[src/rtl/mygo_chan_pkg.sv]
// Shared definitions for mygo channel FIFOs: default channel geometry,
// the channel signal bundle, and a width helper that never returns zero bits.
package mygo_chan_pkg;

  localparam int CHAN_WIDTH = 32;
  localparam int CHAN_DEPTH = 2;

  // Pointer width for a ring of n slots; a single-slot ring still needs one bit.
  function automatic int clog2_min1(input int n);
    return (n < 2) ? 1 : $clog2(n);
  endfunction

  typedef struct packed {
    logic [CHAN_WIDTH-1:0] data;
    logic                  valid;
    logic                  ready;
  } chan_bus_t;

endpackage

[src/rtl/mygo_ring_ptr.sv]
// Modulo-DEPTH ring pointer: advances on inc and wraps to 0 after DEPTH-1,
// using an explicit compare so non-power-of-two depths work.
module mygo_ring_ptr
  import mygo_chan_pkg::*;
#(
  parameter int DEPTH = CHAN_DEPTH,
  parameter int PTR_W = clog2_min1(DEPTH)
) (
  input  logic             clk,
  input  logic             rst,
  input  logic             inc,
  output logic [PTR_W-1:0] ptr
);

  localparam logic [PTR_W-1:0] LAST = PTR_W'(DEPTH - 1);

  // NOTE: sequential state is written with non-blocking assignments so every
  // register samples its inputs from before the edge, independent of block order.
  always_ff @(posedge clk) begin
    if (!rst) begin
      ptr <= '0;
    end else if (inc) begin
      ptr <= (ptr == LAST) ? '0 : ptr + PTR_W'(1);
    end
  end

endmodule

[src/rtl/mygo_chan_fifo.sv]
// Valid/ready channel FIFO between two mygo processes, with occupancy and
// high-water reporting. Handshake signals decode from registered state only.
module mygo_chan_fifo
  import mygo_chan_pkg::*;
#(
  parameter int WIDTH = CHAN_WIDTH,
  parameter int DEPTH = CHAN_DEPTH,
  parameter int CNT_W = $clog2(DEPTH + 1)
) (
  input  logic             clk,
  input  logic             rst,
  input  logic [WIDTH-1:0] in_data,
  input  logic             in_valid,
  output logic             in_ready,
  output logic [WIDTH-1:0] out_data,
  output logic             out_valid,
  input  logic             out_ready,
  output logic [CNT_W-1:0] count,
  output logic [CNT_W-1:0] high_water
);

  localparam int               PTR_W = clog2_min1(DEPTH);
  localparam logic [CNT_W-1:0] FULL  = CNT_W'(DEPTH);

  logic [WIDTH-1:0] mem [DEPTH];
  logic [PTR_W-1:0] wr_ptr;
  logic [PTR_W-1:0] rd_ptr;
  logic [CNT_W-1:0] count_q;
  logic [CNT_W-1:0] count_d;
  logic [CNT_W-1:0] hw_q;
  logic             push;
  logic             pop;

  // No bypass either way: full-with-pop still refuses, empty never falls through.
  assign in_ready  = (count_q != FULL);
  assign out_valid = (count_q != '0);
  assign push      = in_valid & in_ready;
  assign pop       = out_valid & out_ready;

  mygo_ring_ptr #(.DEPTH(DEPTH), .PTR_W(PTR_W)) u_wr_ptr (
    .clk (clk),
    .rst (rst),
    .inc (push),
    .ptr (wr_ptr)
  );

  mygo_ring_ptr #(.DEPTH(DEPTH), .PTR_W(PTR_W)) u_rd_ptr (
    .clk (clk),
    .rst (rst),
    .inc (pop),
    .ptr (rd_ptr)
  );

  // NOTE: the storage array is deliberately not reset; resetting the pointers
  // and count already discards its contents, and an unreset array maps to RAM.
  always_ff @(posedge clk) begin
    if (rst && push) begin
      mem[wr_ptr] <= in_data;
    end
  end

  always_comb begin
    count_d = count_q;
    unique case ({push, pop})
      2'b10:   count_d = count_q + CNT_W'(1);
      2'b01:   count_d = count_q - CNT_W'(1);
      default: count_d = count_q;
    endcase
  end

  always_ff @(posedge clk) begin
    if (!rst) begin
      count_q <= '0;
      hw_q    <= '0;
    end else begin
      count_q <= count_d;
      if (count_d > hw_q) begin
        hw_q <= count_d;
      end
    end
  end

  assign out_data   = mem[rd_ptr];
  assign count      = count_q;
  assign high_water = hw_q;

endmodule

[config.mk]
export PLATFORM = sky130hd
export DESIGN_NAME = mygo_chan_fifo
export DESIGN_NICKNAME = d
export VERILOG_FILES = /design/src/rtl/mygo_chan_pkg.sv /design/src/rtl/mygo_ring_ptr.sv /design/src/rtl/mygo_chan_fifo.sv
export SDC_FILE = /design/constraint.sdc
export NUM_CORES = 1
export LEC_CHECK = 0
export BUFFER_PORTS_ARGS = -buffer_cell sky130_fd_sc_hd__buf_4
export CORE_MARGIN = 10
export CORE_UTILIZATION = 40
export CTS_CLUSTER_DIAMETER = 200
export DETAILED_ROUTE_END_ITERATION = 12
export GPL_TIMING_DRIVEN = 1
export PLACE_DENSITY = 0.61
export SKIP_LAST_GASP = 1
export SYNTH_ARGS = -nofsm -noshare
export SYNTH_HDL_FRONTEND = slang
export SYNTH_SLANG_ARGS = --single-unit
[constraint.sdc]
create_clock -name clk -period 4.8 [get_ports clk]
set_input_delay 0.96 -clock clk [delete_from_list [all_inputs] [get_ports clk]]
set_output_delay 0.96 -clock clk [all_outputs]
set_load 0.005 [all_outputs]
==> results.md <==
- The flow ran to the end, and the final reports show no timing, DRC or antenna violations.
- For the worst flop-to-flop path, the logic depth is 10.
- In this run, CTS created clock tree buffers numbering 9.
- The area fraction in and, or, nand and nor cells after synthesis is 3.54%.
- The worst hold path passes through 2 cells.
- The floorplan step defined a die boundary enclosing 10300 µm².
- The clock net sink count is 71.
- The overall power is 1.75 mW.
- The initial antenna violation count is 0.
- The placer congestion estimate is 0.701.
- The via count of the first global-routing pass came to 1630.
- The via count is 1445.
- The max-slew violation count came to 0.
- The final cell count without fillers is 300.
- The count of cells resized by post-cts repair is 0.
- The fraction of layout instances using a drive strength above 1 is 54.3%.
- Traced cell by cell, the critical path runs through buf_4 -> mux2_2 -> buf_4.
- After Yosys synthesis, full adders, half adders and majority gates account for 1.42% of the synthesized area.
- Synthesis produced a netlist with a net count of 175.
- The worst pin sits at a relative slew slack of 57.3%.
- The synthesized area per cell is 19.5 µm².
- The effective utilization at floorplan is 41.5%.
- From synthesis to final layout, the design area changed by 31.7%.
- The slew of the pin with the lowest slew margin is 0.639 ns.
- The power density over cell area is 501 nW/µm².
- The slack of the worst reg-to-reg path is 2.23 ns.
- The sequential fraction of the synthesis area is 77.8%.
- The floorplan die height is 101 µm.
- The count of nets left with antenna violations once routing finished came out at 0.
- The net count of the finished layout is 258.
- Along the worst path, the maximum fanout reaches 19.
- The main combinational cell family by area after synthesis is multiplexers.
- The cell family contributing the most delay on the critical path is flip-flops.
- 0 antenna diodes ended up in the layout.
- Counting distinct cell types in the post-synthesis netlist gives 21.
- The final design area excluding fillers is 3490 µm².
- The startpoint of the lowest-slack hold path is u_rd_ptr.ptr$_SDFFE_PN0P_.
- The core footprint is 6390 µm².
- STA classifies the critical path endpoint as a primary output.
- The largest clock skew in the final design is 0.00503 ns.
- The clock tree buffer depth is 2.
- The synthesized netlist devotes 0.567% of its cell area to compound gates.
- The final number of setup-violating endpoints is 0.
- The cell area after technology mapping is 2650 µm².
- The final-report hold violation count is 0.
- Buffers placed on the I/O ports in this run total 73.
- The setup TNS is 0 ns.
- In this run the number of H-tree levels came out at 3.
- After detailed routing, the average wire length per cell comes to 18.1 µm.
- Counting both buffers and inverters, the worst setup path holds a total of 2.
- The overall die width is 101 µm.
- Global routing used 18.5% of the available met2 tracks.
- The endpoint of the worst-slack reg-to-reg timing path is high_water[0]$_SDFFE_PN0N_.
- Buffers inserted to repair hold after CTS numbered 0.
- The global-route met3 utilization is 4.22%.
- TritonCTS built the clock tree.
- The busiest metal layer after global routing is met2.
- The pin count of the biggest net entering global routing is 33.
- The count of maximum capacitance violations is 0.
- The HPWL after detailed placement is 3.89 mm.
- In the synthesized netlist, the number of instances is 136.
- The post-CTS clock slew at the launch and capture registers of the worst setup and hold paths is 0.07 ns.
- The cell that appears most often on the critical path is sky130_fd_sc_hd__buf_4.
- The worst register-to-register path begins at count[0]$_SDFF_PN0_.
- Summed over all layers, the global routing overflow is 0.
- The layout has 501 filler cells.
- For this run, the slowest stage of the critical path takes 0.73 ns.
- At the worst endpoint, the arrival time is 2.00 ns.
- The register bit total from synthesis is 71.
- The initialized floorplan defines 29 standard-cell rows.
- Data on the critical path is required at its endpoint by 3.84 ns.
- The DRC violation count after routing is 0.
- The number of search-and-repair iterations in the first detailed-routing pass is 4.
- The path class of the tightest hold or removal check is reg2reg.
- VDD sags by at most 0.000273 V.
- In this run, the number of DRC markers left after iteration 0 of detailed routing was 38.
- Once the clock tree was built, the setup fixing pass inserted 0 buffers.
- In this run, placement finished with an instance count of 285.
- Once placement finished, the instance area stood at 3300 µm².
- The portion of netlist area occupied by mux cells is 14.0%.
- Global routing used 10.9% of the available met1 tracks.
- Setup repair after global routing left no endpoint under its margin.
- The insertion delay to the later sink of the worst-skew pair is 0.33 ns.
- The highest achievable clock rate is 337 MHz.
- The ratio of final minimum period to clock period is 61.8%.
- The clock period minus final worst setup slack is 2.96 ns.
- The top-level I/O count is 74.
- After detailed routing, the total wire length is 5.42 mm.
- The overall fraction of global-route tracks in use is 10.7%.
- The slowest cell on the critical path is sky130_fd_sc_hd__dfxtp_1.
- The first global-routing pass estimated 8.26 mm of wire.
- In the routed layout, each cell is associated on average with a via count of 4.82.
- The critical path in this run is classified as reg2out.
- The worst setup path is launched from a flop.
- Summing the areas of all xor and xnor instances in the mapped netlist gives 1.65% of the synthesized area.
- For this run, the number of Yosys warnings is 0.
- In this run the clock root is driven by a sky130_fd_sc_hd__clkbuf_8.
- The leakage power is 1.33 nW.
## worst max path at each step
stage / from / endpoint / slack [ns] / cells past startpoint
after floorplan: in_valid / mem[0][0]$_DFFE_PP_ / 0.87 / 2
after global placement: out_ready / high_water[0]$_SDFFE_PN0N_ / 1.95 / 10
after detailed placement: out_ready / high_water[0]$_SDFFE_PN0N_ / 1.80 / 10
after CTS: flop / out_data[16] / 1.78 / 3
after global routing: flop / out_data[16] / 1.71 / 3
final: flop / out_data[16] / 1.84 / 3
## flip-flops by register name, summed over array words and instances, names as in the netlist, named ones only
name and count:
high_water 2, u_wr_ptr.ptr 1, count 2, u_rd_ptr.ptr 1, mem 64
## layout make-up
type	instances	area, µm²	area share, %
Multi-Input combinational cell	59	566	16.2
Clock buffer	9	124	3.55
Tap cell	77	96.3	2.76
Timing Repair Buffer	76	571	16.4
Clock inverter	6	62.6	1.79
Sequential cell	71	2060	59.1
Inverter	2	7.51	0.215
## metal layers
metal / vias up / wire, µm
li1: 679 / -
met1: 709 / 2080
met2: 49 / 2860
met3: 8 / 386
met4: 0 / 97
met5: - / 0
## Yosys cell counts, drive strengths merged
library cell  instances  area, µm²
edfxtp               64       1920
mux2                 32        360
dfxtp                 7        140
and2                  4       25.0
nor2b                 4       25.0
xnor2                 4       35.0
buf                   3       15.0
ha                    3       37.5
nand2                 3       11.3
inv                   2       7.51
and4                  1       8.76
clkbuf                1       3.75
mux2i                 1       10.0
nand2b                1       6.26
nor2                  1       3.75
nor3b                 1       7.51
o211a                 1       10.0
o21ai                 1       5.00
or2                   1       6.26
xor2                  1       8.76
## report_power, final
group          total, mW  switching, mW  internal (mW)
logic              0.510          0.220          0.291
registers          0.791         0.0419          0.749
clock network      0.445          0.210          0.235
## logic make-up (layout without fill, tap and decap cells)
kind of cell             count (synthesis)  count (layout)
buffers and inverters                    6              93
adder cells (fa/ha/maj)                  3               3
multiplexers                            33              33
flip-flops                              71              71
XOR/XNOR                                 5               5
AO/OA/AOI/OAI                            2               2
AND/OR/NAND/NOR                         16              16
## worst reg2reg max path: stages (launching register included)
cell	delay [ns]
sky130_fd_sc_hd__dfxtp_1	0.36
sky130_fd_sc_hd__or2_1	0.26
sky130_fd_sc_hd__and2_1	0.19
sky130_fd_sc_hd__ha_1	0.31
sky130_fd_sc_hd__nor2_1	0.14
sky130_fd_sc_hd__xor2_1	0.26
sky130_fd_sc_hd__ha_1	0.29
sky130_fd_sc_hd__nor2b_1	0.14
sky130_fd_sc_hd__o21ai_1	0.24
sky130_fd_sc_hd__mux2i_1	0.22
sky130_fd_sc_hd__nor2b_1	0.06
## cell usage in the layout, fill, tap and decap left out
master | netlist | layout
sky130_fd_sc_hd__or2_1 | 1 | 1
sky130_fd_sc_hd__nand2_1 | 3 | 3
sky130_fd_sc_hd__xor2_1 | 1 | 1
sky130_fd_sc_hd__o21ai_1 | 1 | 1
sky130_fd_sc_hd__o211a_1 | 1 | 1
sky130_fd_sc_hd__bufinv_16 | 0 | 1
sky130_fd_sc_hd__clkinv_2 | 0 | 1
sky130_fd_sc_hd__clkbuf_8 | 0 | 9
sky130_fd_sc_hd__nor2b_1 | 4 | 4
sky130_fd_sc_hd__mux2i_1 | 1 | 1
sky130_fd_sc_hd__dfxtp_1 | 7 | 7
sky130_fd_sc_hd__clkinv_4 | 0 | 1
sky130_fd_sc_hd__edfxtp_1 | 64 | 64
sky130_fd_sc_hd__nor2_1 | 1 | 1
sky130_fd_sc_hd__clkinv_1 | 0 | 1
sky130_fd_sc_hd__mux2_2 | 30 | 30
sky130_fd_sc_hd__and2_1 | 4 | 4
sky130_fd_sc_hd__mux2_1 | 2 | 2
sky130_fd_sc_hd__nand2b_1 | 1 | 1
sky130_fd_sc_hd__and4_1 | 1 | 1
sky130_fd_sc_hd__nor3b_2 | 0 | 1
sky130_fd_sc_hd__inv_1 | 2 | 2
sky130_fd_sc_hd__buf_4 | 0 | 76
sky130_fd_sc_hd__clkinvlp_4 | 0 | 2
sky130_fd_sc_hd__ha_1 | 3 | 3
sky130_fd_sc_hd__xnor2_1 | 4 | 4
## metrics by stage
| stage | setup slack (ns) | utilization [%] | hold slack, ns |
|---|---|---|---|
| 2_1_floorplan | 0.872 | - | 0.504 |
| 3_3_place_gp | 1.95 | 51.7 | 0.544 |
| 3_5_place_dp | 1.80 | 51.7 | 0.532 |
| 4_1_cts | 1.78 | 54.6 | 0.550 |
| 5_1_grt | 1.71 | 54.6 | 0.607 |
| 6_report | 1.84 | 54.6 | 0.541 |
(Power assumes the default switching activity.)
